**config.mk**
```make
export PLATFORM = sky130hd
export DESIGN_NAME = writeback_unit_flat
export DESIGN_NICKNAME = d
export VERILOG_FILES = /design/src/rtl/writeback_unit_if.sv /design/src/rtl/writeback_unit.sv /design/src/flat_wrapper.sv
export SDC_FILE = /design/constraint.sdc
export NUM_CORES = 1
export LEC_CHECK = 0
export BUFFER_PORTS_ARGS = -buffer_cell sky130_fd_sc_hd__buf_2
export CAP_MARGIN = 20
export CORE_MARGIN = 4
export CORE_UTILIZATION = 35
export CTS_CLUSTER_DIAMETER = 200
export DETAILED_ROUTE_END_ITERATION = 7
export GPL_TIMING_DRIVEN = 0
export SYNTH_ARGS = -nofsm -noshare
export SYNTH_HDL_FRONTEND = slang
export SYNTH_SLANG_ARGS = --single-unit
```
**constraint.sdc**
```tcl
create_clock -name clock -period 2.95 [get_ports clock]
set_input_delay 0.1475 -clock clock [delete_from_list [all_inputs] [get_ports clock]]
set_output_delay 0.1475 -clock clock [all_outputs]
set_load 0.05 [all_outputs]
```
**src/rtl/writeback_unit_if.sv**
```systemverilog
// Instruction handshake between the pipeline front end and the writeback unit.
// The master presents one instruction per cycle; the slave answers with in_ready.
interface writeback_unit_if #(
  parameter int unsigned DATA_WIDTH   = 32,
  parameter int unsigned REG_SEL_BITS = 5
);
  logic                    in_valid;
  logic                    in_ready;
  logic                    in_reg_write;
  logic [REG_SEL_BITS-1:0] in_rd;
  logic                    in_mem_read;
  logic [2:0]              in_load_type;
  logic [1:0]              in_byte_off;
  logic [DATA_WIDTH-1:0]   in_alu_result;

  modport master (
    output in_valid, in_reg_write, in_rd, in_mem_read,
           in_load_type, in_byte_off, in_alu_result,
    input  in_ready
  );

  modport slave (
    input  in_valid, in_reg_write, in_rd, in_mem_read,
           in_load_type, in_byte_off, in_alu_result,
    output in_ready
  );
endinterface

```
**src/rtl/writeback_unit.sv**
```systemverilog
// Writeback stage: retires ALU results in one cycle, waits on memory for loads,
// formats load data (LB/LH/LW/LBU/LHU) and drives registered register-file writes.
module writeback_unit #(
  parameter int unsigned DATA_WIDTH   = 32,
  parameter int unsigned REG_SEL_BITS = 5
) (
  input  logic                    clock,
  input  logic                    reset,
  writeback_unit_if.slave         bus,
  input  logic                    mem_valid,
  input  logic [DATA_WIDTH-1:0]   mem_rdata,
  output logic                    wEn,
  output logic [REG_SEL_BITS-1:0] write_sel,
  output logic [DATA_WIDTH-1:0]   write_data,
  output logic [31:0]             retire_count
);

  typedef enum logic [0:0] {
    IDLE     = 1'b0,
    WAIT_MEM = 1'b1
  } state_t;

  state_t                  state;
  logic                    reg_write_q;
  logic [REG_SEL_BITS-1:0] rd_q;
  logic [2:0]              load_type_q;
  logic [1:0]              byte_off_q;
  logic [31:0]             retire_q;

  logic                    accept;
  logic                    alu_wen;
  logic                    load_wen;
  logic [7:0]              byte_v;
  logic [15:0]             half_v;
  logic [DATA_WIDTH-1:0]   load_data;

  assign bus.in_ready = (state == IDLE);
  assign accept       = bus.in_valid && bus.in_ready;
  assign retire_count = retire_q;

  assign alu_wen  = bus.in_reg_write && (bus.in_rd != '0);
  assign load_wen = reg_write_q && (rd_q != '0);

  // Halfword selection uses only byte_off[1]; misaligned halfword offsets fold down.
  always_comb begin
    byte_v    = mem_rdata[8*byte_off_q +: 8];
    half_v    = mem_rdata[16*byte_off_q[1] +: 16];
    load_data = mem_rdata;
    case (load_type_q)
      3'b000:  load_data = {{(DATA_WIDTH-8){byte_v[7]}}, byte_v};
      3'b001:  load_data = {{(DATA_WIDTH-16){half_v[15]}}, half_v};
      3'b100:  load_data = {{(DATA_WIDTH-8){1'b0}}, byte_v};
      3'b101:  load_data = {{(DATA_WIDTH-16){1'b0}}, half_v};
      default: load_data = mem_rdata;
    endcase
  end

  always_ff @(posedge clock) begin
    if (reset) begin
      state       <= IDLE;
      wEn         <= 1'b0;
      write_sel   <= '0;
      write_data  <= '0;
      retire_q    <= '0;
      reg_write_q <= 1'b0;
      rd_q        <= '0;
      load_type_q <= '0;
      byte_off_q  <= '0;
    end else begin
      wEn <= 1'b0;
      case (state)
        IDLE: begin
          if (accept) begin
            reg_write_q <= bus.in_reg_write;
            rd_q        <= bus.in_rd;
            load_type_q <= bus.in_load_type;
            byte_off_q  <= bus.in_byte_off;
            if (bus.in_mem_read) begin
              state <= WAIT_MEM;
            end else begin
              // Completion without a write (rd=0 or no reg_write) still retires.
              wEn      <= alu_wen;
              retire_q <= retire_q + 32'd1;
              if (alu_wen) begin
                write_sel  <= bus.in_rd;
                write_data <= bus.in_alu_result;
              end
            end
          end
        end
        WAIT_MEM: begin
          if (mem_valid) begin
            wEn      <= load_wen;
            retire_q <= retire_q + 32'd1;
            state    <= IDLE;
            if (load_wen) begin
              write_sel  <= rd_q;
              write_data <= load_data;
            end
          end
        end
        default: state <= IDLE;
      endcase
    end
  end

endmodule

```
**src/flat_wrapper.sv**
```systemverilog
// flat-port wrapper written by rule: the top's interface ports become plain ports
module writeback_unit_flat 
#(
  parameter int unsigned DATA_WIDTH   = 32,
  parameter int unsigned REG_SEL_BITS = 5
)
  (clock, reset, mem_valid, mem_rdata, wEn, write_sel, write_data, retire_count, bus_in_valid, bus_in_reg_write, bus_in_rd, bus_in_mem_read, bus_in_load_type, bus_in_byte_off, bus_in_alu_result, bus_in_ready);
  writeback_unit_if #(.DATA_WIDTH(DATA_WIDTH), .REG_SEL_BITS(REG_SEL_BITS)) bus_i ();
  input  logic clock;
  input  logic reset;
  input  logic mem_valid;
  input  logic [DATA_WIDTH-1:0] mem_rdata;
  output logic wEn;
  output logic [REG_SEL_BITS-1:0] write_sel;
  output logic [DATA_WIDTH-1:0] write_data;
  output logic [31:0] retire_count;
  input wire logic [$bits(bus_i.in_valid)-1:0] bus_in_valid;
  input wire logic [$bits(bus_i.in_reg_write)-1:0] bus_in_reg_write;
  input wire logic [$bits(bus_i.in_rd)-1:0] bus_in_rd;
  input wire logic [$bits(bus_i.in_mem_read)-1:0] bus_in_mem_read;
  input wire logic [$bits(bus_i.in_load_type)-1:0] bus_in_load_type;
  input wire logic [$bits(bus_i.in_byte_off)-1:0] bus_in_byte_off;
  input wire logic [$bits(bus_i.in_alu_result)-1:0] bus_in_alu_result;
  output wire logic [$bits(bus_i.in_ready)-1:0] bus_in_ready;
  assign bus_i.in_valid = bus_in_valid;
  assign bus_i.in_reg_write = bus_in_reg_write;
  assign bus_i.in_rd = bus_in_rd;
  assign bus_i.in_mem_read = bus_in_mem_read;
  assign bus_i.in_load_type = bus_in_load_type;
  assign bus_i.in_byte_off = bus_in_byte_off;
  assign bus_i.in_alu_result = bus_in_alu_result;
  assign bus_in_ready = bus_i.in_ready;
  writeback_unit #(.DATA_WIDTH(DATA_WIDTH), .REG_SEL_BITS(REG_SEL_BITS)) u_core (.clock(clock), .reset(reset), .bus(bus_i), .mem_valid(mem_valid), .mem_rdata(mem_rdata), .wEn(wEn), .write_sel(write_sel), .write_data(write_data), .retire_count(retire_count));
endmodule
```
# ---- Word-level counts from Yosys, hierarchy flattened
# Cells that the tools add are included.
dict set report word_totals {
  regBits 82
  latchBits 0
  mem_bits_rw 0
  romBits 0
  in_bits 80
  out_inout_bits 71
  wordCells 55
  memories 0
}
dict set report classes {
  add_sub_neg 1
  n_mul 0
  div 0
  magnitude_cmp 0
  n_eq_ne 8
  shift 2
  n_mux 25
  bitwise 1
  n_reduce_logical 9
}
# operator n
set op_table {}
lappend op_table {{$mux 32} 8}
lappend op_table {{$pmux 32 s2} 2}
lappend op_table {{$pmux 32 s4} 1}
lappend op_table {{$add 32x1->32 const B} 1}
lappend op_table {{$shiftx 32x6->16} 1}
lappend op_table {{$shiftx 32x6->8} 1}
lappend op_table {{$mux 5} 5}
lappend op_table {{$ne 2x2->1 const B} 5}
lappend op_table {{$pmux 5 s2} 1}
lappend op_table {{$reduce_bool 5->1} 2}
lappend op_table {{$eq 3x3->1 const B} 2}
lappend op_table {{$mux 1} 6}
lappend op_table {{$reduce_and 5->1} 1}
lappend op_table {{$pmux 1 s2} 2}
lappend op_table {{$eq 3x1->1 const B} 1}
lappend op_table {{$logic_and 1x1->1} 3}
lappend op_table {{$logic_not 3->1} 1}
lappend op_table {{$reduce_and 3->1} 1}
lappend op_table {{$reduce_and 2->1} 1}
lappend op_table {{$not 1->1} 1}

# ---- Longest topological paths before layout
# Gate-level depths: netlist of run 1.
dict set report logic_depth {
  depth_word 6
  ltp_mapped 8
  mapped_depth_nobuf 6
}

# ---- Worst setup path before layout of run 1
# No wires, ideal clock.
dict set report synth_path {
  path_kind {reg2reg}
  startpoint {reg u_core.retire_q[15] (netlist: u_core.retire_count[15])}
  endpoint {reg u_core.retire_q[31] (netlist: u_core.retire_count[31])}
  setup_ns 0.121
  arrival_ns 2.480
  t_required_ns 2.829
  slack_ns 0.348
  path_stages_with_launch 7
  period_less_slack_ns 2.602
  path_cell_list {dfxtp_1 > and4_4 > nand4_2 > or4_4 > buf_6 > or3_4 > mux2_4}
}
dict set report synth_via {
  elab_chain_cells 4
  word_cells_on_any_way 5
}
# element line_no
set synth_lines {}
lappend synth_lines {{from (decl)} writeback_unit.sv:28} ;# logic [31:0] retire_q;
lappend synth_lines {{from (signal assigned)} writeback_unit.sv:83} ;# retire_q <= retire_q + 32'd1;
lappend synth_lines {{from (signal assigned)} writeback_unit.sv:94} ;# retire_q <= retire_q + 32'd1;
lappend synth_lines {{$add 32x1->32 *} {writeback_unit.sv:83, writeback_unit.sv:94}}
lappend synth_lines {{$mux 32} writeback_unit.sv:78} ;# if (bus.in_mem_read) begin
lappend synth_lines {{$mux 32} writeback_unit.sv:73} ;# if (accept) begin
lappend synth_lines {{$pmux 32 s2 *} writeback_unit.sv:71} ;# case (state)
# Mark *: on every way between the ends. The rest lies on a longest branch, timed or not. The select of a mux whose other input is x is not followed.
# A chain may end at the register's enable or synchronous reset.

# ---- Final worst setup path of run 1
dict set report layout_path {
  startpoint {reg u_core.rd_q[1]}
  endpoint {reg u_core.write_data[23]}
}
dict set report layout_via {
  elab_chain_cells 4
}
# element line_no
set layout_lines {}
lappend layout_lines {{from (decl)} writeback_unit.sv:25} ;# logic [REG_SEL_BITS-1:0] rd_q;
lappend layout_lines {{from (signal assigned)} writeback_unit.sv:75} ;# rd_q <= bus.in_rd;
lappend layout_lines {{$reduce_bool 5->1} writeback_unit.sv:42} ;# assign load_wen = reg_write_q && (rd_q != '0);
lappend layout_lines {{$logic_and 1x1->1} writeback_unit.sv:42}
lappend layout_lines {{$ne 2x2->1 (no line)} -}
lappend layout_lines {{$reduce_and 5->1 (no line)} -}
lappend layout_lines {{to (signal assigned)} writeback_unit.sv:86} ;# write_data <= bus.in_alu_result;
lappend layout_lines {{to (signal assigned)} writeback_unit.sv:98} ;# write_data <= load_data;
lappend layout_lines {{to (decl)} writeback_unit.sv:14} ;# output logic [DATA_WIDTH-1:0] write_data,
# Every way passes these cells.

==> reports/metrics.csv, run 1 <==
stage,metric,value,unit
run_status,outcome,"complete, no violations",
finish,mostFrequentLayoutCells,"buf_2 (152), dfxtp_1 (82), nor2_1 (66), a21oi_1 (61), nand2_1 (47)",
cts,cts-root-buf,clkbuf_16,
sta,setup_viol,0,
logic_synthesis,ys_async_sr_fraction,0,%
pwr,power_frac_clock,39.3,%
floorplanning,dieWidth,118.0,um
drt,drt_iter0_markers,312,
cts,clock-sinks,82,
worst_hold_path,whs_path_depth,3,
floorplanning,rows,39,
drt,wire_per_inst,16.86,um
pwr,internal_power,1.965,mW
floorplanning,dieArea,13920,um^2
sta,tns,0,ps
placed_design,gp_congestion,0.9264,
worst_setup_path,crit_fanout,10,
job,max_cap_viol_count,0,
sta,slew_headroom,53.50,%
floorplanning,die_y,118.0,um
pwr,power.leakage,2.183,nW
logic_synthesis,ys_seq_area_share,38.78,%
sta,worst_pin_slew,697.5,ps
drt,vias_per_cell,5.356,
drt,drt_first_pass_iters,5,
pwr,p_switching,812.7,uW
global_route,grt_pass1_wl,22940,um
logic_synthesis,syn_inst,538,
worst_setup_path,r2r_start,u_core.rd_q[1],
worst_setup_path,critPathCaptureType,register,
cts,cts_max_level,3,
placed_design,dp_hpwl,10960,um
worst_setup_path,arrival,2740,ps
cts,numCtsBuffers,9,
worst_setup_path,cp-startpoint,u_core.rd_q[1],
logic_synthesis,syn_area,4233,um^2
sta,maxSlewViolCount,0,
pwr,pwr-share-comb,18.4,%
cts,post_cts_buffers,0,
finish,area_delta_synth_final,28.64,%
drt,ant_nets,0,
logic_synthesis,yosysUniqueCellTypes,53,
pwr,ir_drop,0.2538,mV
global_route,grt_max_degree,13,
logic_synthesis,yosys_warnings,0,
cts,clock_latency,340,ps
logic_synthesis,synth_ff_type,dfxtp_1,
sta,rsz0062_at_grt,false,
global_route,antenna_found_initial,1,
pwr,seqPwrFrac,42.3,%
global_route,grt_pass1_vias,4398,
sta,fin_crit,2544,ps
floorplanning,ios,151,
pwr,power.density,510.1,nW/um^2
pwr,switching_share,29.26,%
finish,drive_gt1_share,25.85,%
global_route,grt.overflow.total,0,
worst_hold_path,hp-class,in -> reg,
floorplanning,coreArea,11610,um^2
drt,postRouteWirelength,14300,um
drt,via_count,4542,
sta,period_share,86.23,%
sta,finalClockSkew,6.447,ps
cts,cts_resized,0,
floorplanning,start_util,36.45,%
logic_synthesis,synth_seq_cells,82,
worst_hold_path,hp-start,bus_in_load_type[2],
sta,timing.hold.ws,53.36,ps
worst_setup_path,worstSetupPathType,reg -> reg,
sta,hold_viol_final,0,
cts,cts.path.max_buffers,2,
worst_setup_path,crit_required,3150,ps
cts,cts_hold_buffers,0,
cts,cts_tree,built,
finish,final_common_cell,buf_2,
worst_setup_path,cp-start-kind,register,
drt,drc,0,
worst_setup_path,r2r_cells,7,
placed_design,io_buffers,149,
finish,nets,780,
logic_synthesis,synth_nets,619,
global_route,grt_usage,20.12,%
sta,fmax,393.1,MHz
finish,nFillCells,1196,
logic_synthesis,synth_edf_count,0,
cts,path_clk_slew,60,ps
logic_synthesis,syn_area_per_cell,7.868,um^2
[power by group through the flow]
| stage | Clock, mW | Combinational, mW | Sequential [mW] |
|---|---|---|---|
| final | 1.09 | 0.511 | 1.17 |
| after global routing | 1.16 | 0.554 | 1.18 |
| after CTS | 1.12 | 0.508 | 1.17 |
| after detailed placement | 0 | 0.506 | 1.20 |
| after global placement | 0 | 0.502 | 1.20 |
| after floorplan | 0 | 0.221 | 1.31 |
[state kept, by name (all words and copies together) (netlist names)]
signal	cells
u_core.byte_off_q	2
u_core.load_type_q	3
u_core.rd_q	5
u_core.reg_write_q	1
u_core.retire_count	32
u_core.state	1
u_core.wEn	1
u_core.write_data	32
u_core.write_sel	5
[critical path, stage by stage, from the launching register on]
cell and delay [ps]:
dfxtp_1 320, or4_1 540, o211ai_1 220, o21ai_1 270, nand2b_1 150, clkbuf_1 330, clkbuf_1 410, o32ai_1 170
[layout make-up]
type | count | area, um^2 | share of cell area, %
buffer | 44 | 175.2 | 3.217
tap | 143 | 178.9 | 3.286
sequential | 82 | 1642 | 30.15
clock inverter | 3 | 40.04 | 0.7353
antenna | 1 | 2.502 | 0.04596
inverter | 29 | 108.9 | 1.999
multi-input combinational | 383 | 2307 | 42.37
timing repair buffer | 150 | 750.7 | 13.79
clock buffer | 13 | 240.2 | 4.412
[synthesized netlist by cell type, types with 2 or more instances]
cell type | n | area [um^2]
mux2_2 | 8 | 90.09
nor3_1 | 26 | 130.1
o221a_1 | 6 | 67.56
dfxtp_1 | 82 | 1642
nor4_1 | 4 | 25.02
or3_1 | 10 | 62.56
buf_2 | 2 | 10.01
and4_4 | 2 | 22.52
a211oi_1 | 12 | 90.09
nand2b_1 | 2 | 12.51
nand4_1 | 2 | 12.51
a31oi_1 | 7 | 43.79
nand2_1 | 47 | 176.4
inv_1 | 28 | 105.1
nor2b_1 | 3 | 18.77
xnor2_1 | 20 | 175.2
and3_1 | 4 | 25.02
or4_1 | 3 | 22.52
o221ai_1 | 8 | 70.07
a311oi_1 | 8 | 70.07
o21ai_0 | 25 | 125.1
o211ai_1 | 2 | 15.01
a21oi_1 | 61 | 305.3
mux2i_1 | 9 | 90.09
nor2_1 | 66 | 247.7
clkbuf_1 | 40 | 150.1
o21ai_1 | 2 | 10.01
o32ai_1 | 17 | 148.9
nand3_1 | 8 | 40.04
[per-layer routing]
| metal | up-vias | share of wire [%] | global-route usage, % |
|---|---|---|---|
| li1 | 2253 | - | - |
| met1 | 2120 | 47 | 27.46 |
| met2 | 153 | 46 | 32.02 |
| met3 | 16 | 5.4 | 3.556 |
| met4 | 0 | 1.6 | 6.960 |
| met5 | - | 0 | 0 |
[through the flow]
| stage | util, % | power [mW] | cells | worst slack, ps | cell area [um^2] |
|---|---|---|---|---|---|
| after floorplan | - | 1.528 | 538 | 348.3 | 4233 |
| after global placement | 44.41 | 1.698 | 830 | 280.9 | 5157 |
| after detailed placement | 44.41 | 1.704 | 830 | 296.4 | 5157 |
| after CTS | 46.82 | 2.797 | 846 | 266.8 | 5438 |
| after global routing | 46.89 | 2.891 | 848 | 230.7 | 5445 |
| final | 46.89 | 2.777 | 848 | 406.3 | 5445 |
[kinds of logic after synthesis]
group | synth area share (%)
simple gates | 21.28
compound gates | 23.97
flops | 38.78
buf+inv | 6.710
xor+xnor | 4.345
mux | 4.611
fa+ha+maj | 0.2955
[final timing paths]
kind,to,slack (ps)
hold reg to reg,u_core.write_data[29],460
setup / recovery,u_core.write_data[23],410
setup reg to reg,u_core.write_data[23],410
hold / removal,u_core.load_type_q[2],50
Power figures use the tool's default switching activity.
==> run 2: changes to the inputs <==
CORE_MARGIN = 2   (was 4)
CORE_UTILIZATION = 50   (was 35)
GPL_TIMING_DRIVEN = unset   (was 0)
PLACE_DENSITY = 0.8   (was unset)
==> reports/metrics.csv, run 2 (synthesized netlist as in run 1, its figures left out) <==
stage,metric,value,unit
worst_setup_path,crit_fanout,17,
worst_setup_path,timing.rr.end,u_core.write_data[19],
sta,setup_viol,0,
cts,numCtsBuffers,9,
sta,tns,0,ps
worst_setup_path,path_buf_inv,1,
cts,cts_resized,0,
drt,ant_nets,0,
cts,path_clk_slew,90,ps
global_route,grt_pass1_wl,19140,um
global_route,grt_usage,26.38,%
cts,clock-sinks,82,
worst_setup_path,max_stage_delay,620,ps
drt,wire_per_inst,15.78,um
finish,nFillCells,770,
global_route,grt_max_degree,42,
drt,vias_per_cell,5.792,
finish,antenna-diode-count,0,
worst_setup_path,r2r_start,u_core.state,
sta,slew_headroom,41.23,%
worst_hold_path,hp-class,in -> reg,
worst_setup_path,cp-start-kind,register,
floorplanning,ios,151,
sta,fmax,385.1,MHz
finish,area_delta_synth_final,23.06,%
job,max_cap_viol_count,0,
floorplanning,start_util,51.52,%
floorplanning,dieArea,9218,um^2
sta,worst_pin_slew,877.7,ps
worst_setup_path,crit_chain,nor2b_1 -> nand2_1 -> o21ai_1 -> buf_4 -> nand2b_1 -> o32ai_1,
sta,hold_viol_final,0,
cts,post_cts_buffers,0,
drt,drt_first_pass_iters,5,
worst_setup_path,crit_required,3220,ps
pwr,power.density,470.2,nW/um^2
finish,mostFrequentLayoutCells,"buf_2 (150), dfxtp_1 (81), nor2_1 (66), a21oi_1 (61), nand2_1 (47)",
cts,clock_latency,360,ps
placed_design,gp_congestion,0.8960,
finish,nets,745,
drt,met2WireLength,5530,um
drt,via_count,4483,
drt,postRouteWirelength,12220,um
sta,fin_crit,2597,ps
sta,timing.hold.ws,22.23,ps
cts,cts_tree,built,
cts,cts-root-buf,clkbuf_8,
worst_hold_path,whs_path_depth,3,
sta,rsz0062_at_grt,false,
floorplanning,dieWidth,96.01,um
pwr,ir_drop,0.2778,mV
floorplanning,coreArea,8217,um^2
global_route,antenna_found_initial,0,
drt,topRoutingLayerUsed,met4,
sta,maxSlewViolCount,0,
worst_setup_path,critPathCaptureType,register,
worst_hold_path,holdPathEnd,u_core.byte_off_q[0],
placed_design,dp_hpwl,8894,um
sta,finalClockSkew,11.06,ps
cts,cts_hold_buffers,0,
worst_setup_path,worstSetupPathType,reg -> reg,
worst_setup_path,rrSetupSlack,350,ps
worst_setup_path,cp_top_family,simple AND/OR/NAND/NOR gates,
worst_setup_path,r2r_cells,6,
sta,period_share,88.04,%
placed_design,io_buffers,150,
cts,cts_max_level,3,
worst_setup_path,arrival,2870,ps
global_route,grt.overflow.total,0,
worst_setup_path,cpMaxStageDelayCell,nor2b_1,
drt,drt_iter0_markers,346,
worst_hold_path,hp-start,bus_in_byte_off[0],
finish,final_common_cell,buf_2,
run_status,outcome,"complete, no violations",
drt,drc,0,
global_route,grt_pass1_vias,3925,
drt,met3_length,965,um
finish,drive_gt1_share,29.00,%
drt,wl_met1,5463,um
cts,cts.path.max_buffers,2,
floorplanning,die_y,96.01,um
floorplanning,rows,33,
pwr,power.leakage,2.124,nW
## run 2: cell count changes in the layout (fill, tap and decap cells not counted), moves of 2 or more
cell and change:
clkbuf_8 +10, clkbuf_16 -9, buf_2 -2, clkbuf_1 -44, inv_6 +2, clkinvlp_4 +2
buf_4 +9
## run 2: worst max-delay path by stage
stage / from / to / slack [ps] / cells after the start
after floorplan: u_core.retire_count[15] / u_core.retire_count[31] / 350 / 6
after global placement: u_core.state / u_core.write_data[23] / 500 / 6
after detailed placement: u_core.state / u_core.write_data[21] / 400 / 6
after CTS: u_core.state / u_core.write_data[21] / 390 / 6
after global routing: u_core.state / u_core.write_data[17] / 70 / 6
final: u_core.state / u_core.write_data[19] / 350 / 6
## run 2: tightest hold or removal path: cells and delay by family
| family | cells | cell delay [ps] |
|---|---|---|
| and+or+nand+nor | 1 | 40 |
| AOI/OAI and AO/OA | 1 | 50 |
| buffers and inverters | 1 | 100 |
## run 2: layout make-up
| cell class | instances | area [um^2] | area share [%] |
|---|---|---|---|
| timing repair buffer | 159 | 818.3 | 15.71 |
| inverter | 29 | 108.9 | 2.090 |
| multi-input combinational | 383 | 2321 | 44.56 |
| clock buffer | 10 | 137.6 | 2.642 |
| sequential | 82 | 1643 | 31.54 |
| clock inverter | 6 | 48.80 | 0.9368 |
| tap | 105 | 131.4 | 2.522 |
## run 2: where the power goes
| group | internal (mW) | switching, mW | total (mW) |
|---|---|---|---|
| sequential | 1.15 | 0.0342 | 1.18 |
| clock | 0.339 | 0.447 | 0.786 |
| combinational | 0.157 | 0.324 | 0.480 |
## run 2: through the flow
stage	setup slack, ps	utilization [%]	area [um^2]	power [mW]	instances
after global placement	501.2	61.12	5022	1.673	758
after global routing	66.85	63.39	5209	2.552	774
after CTS	385.0	63.39	5209	2.453	774
after detailed placement	398.3	61.12	5022	1.682	758
after floorplan	348.3	-	4233	1.528	538
final	352.9	63.39	5209	2.449	774
## run 2: layer usage
layer | vias to the layer above | GRT usage (%)
met5 | - | 0
met1 | 2078 | 37.68
met4 | 0 | 8.810
met3 | 28 | 5.090
met2 | 194 | 39.81
li1 | 2183 | -
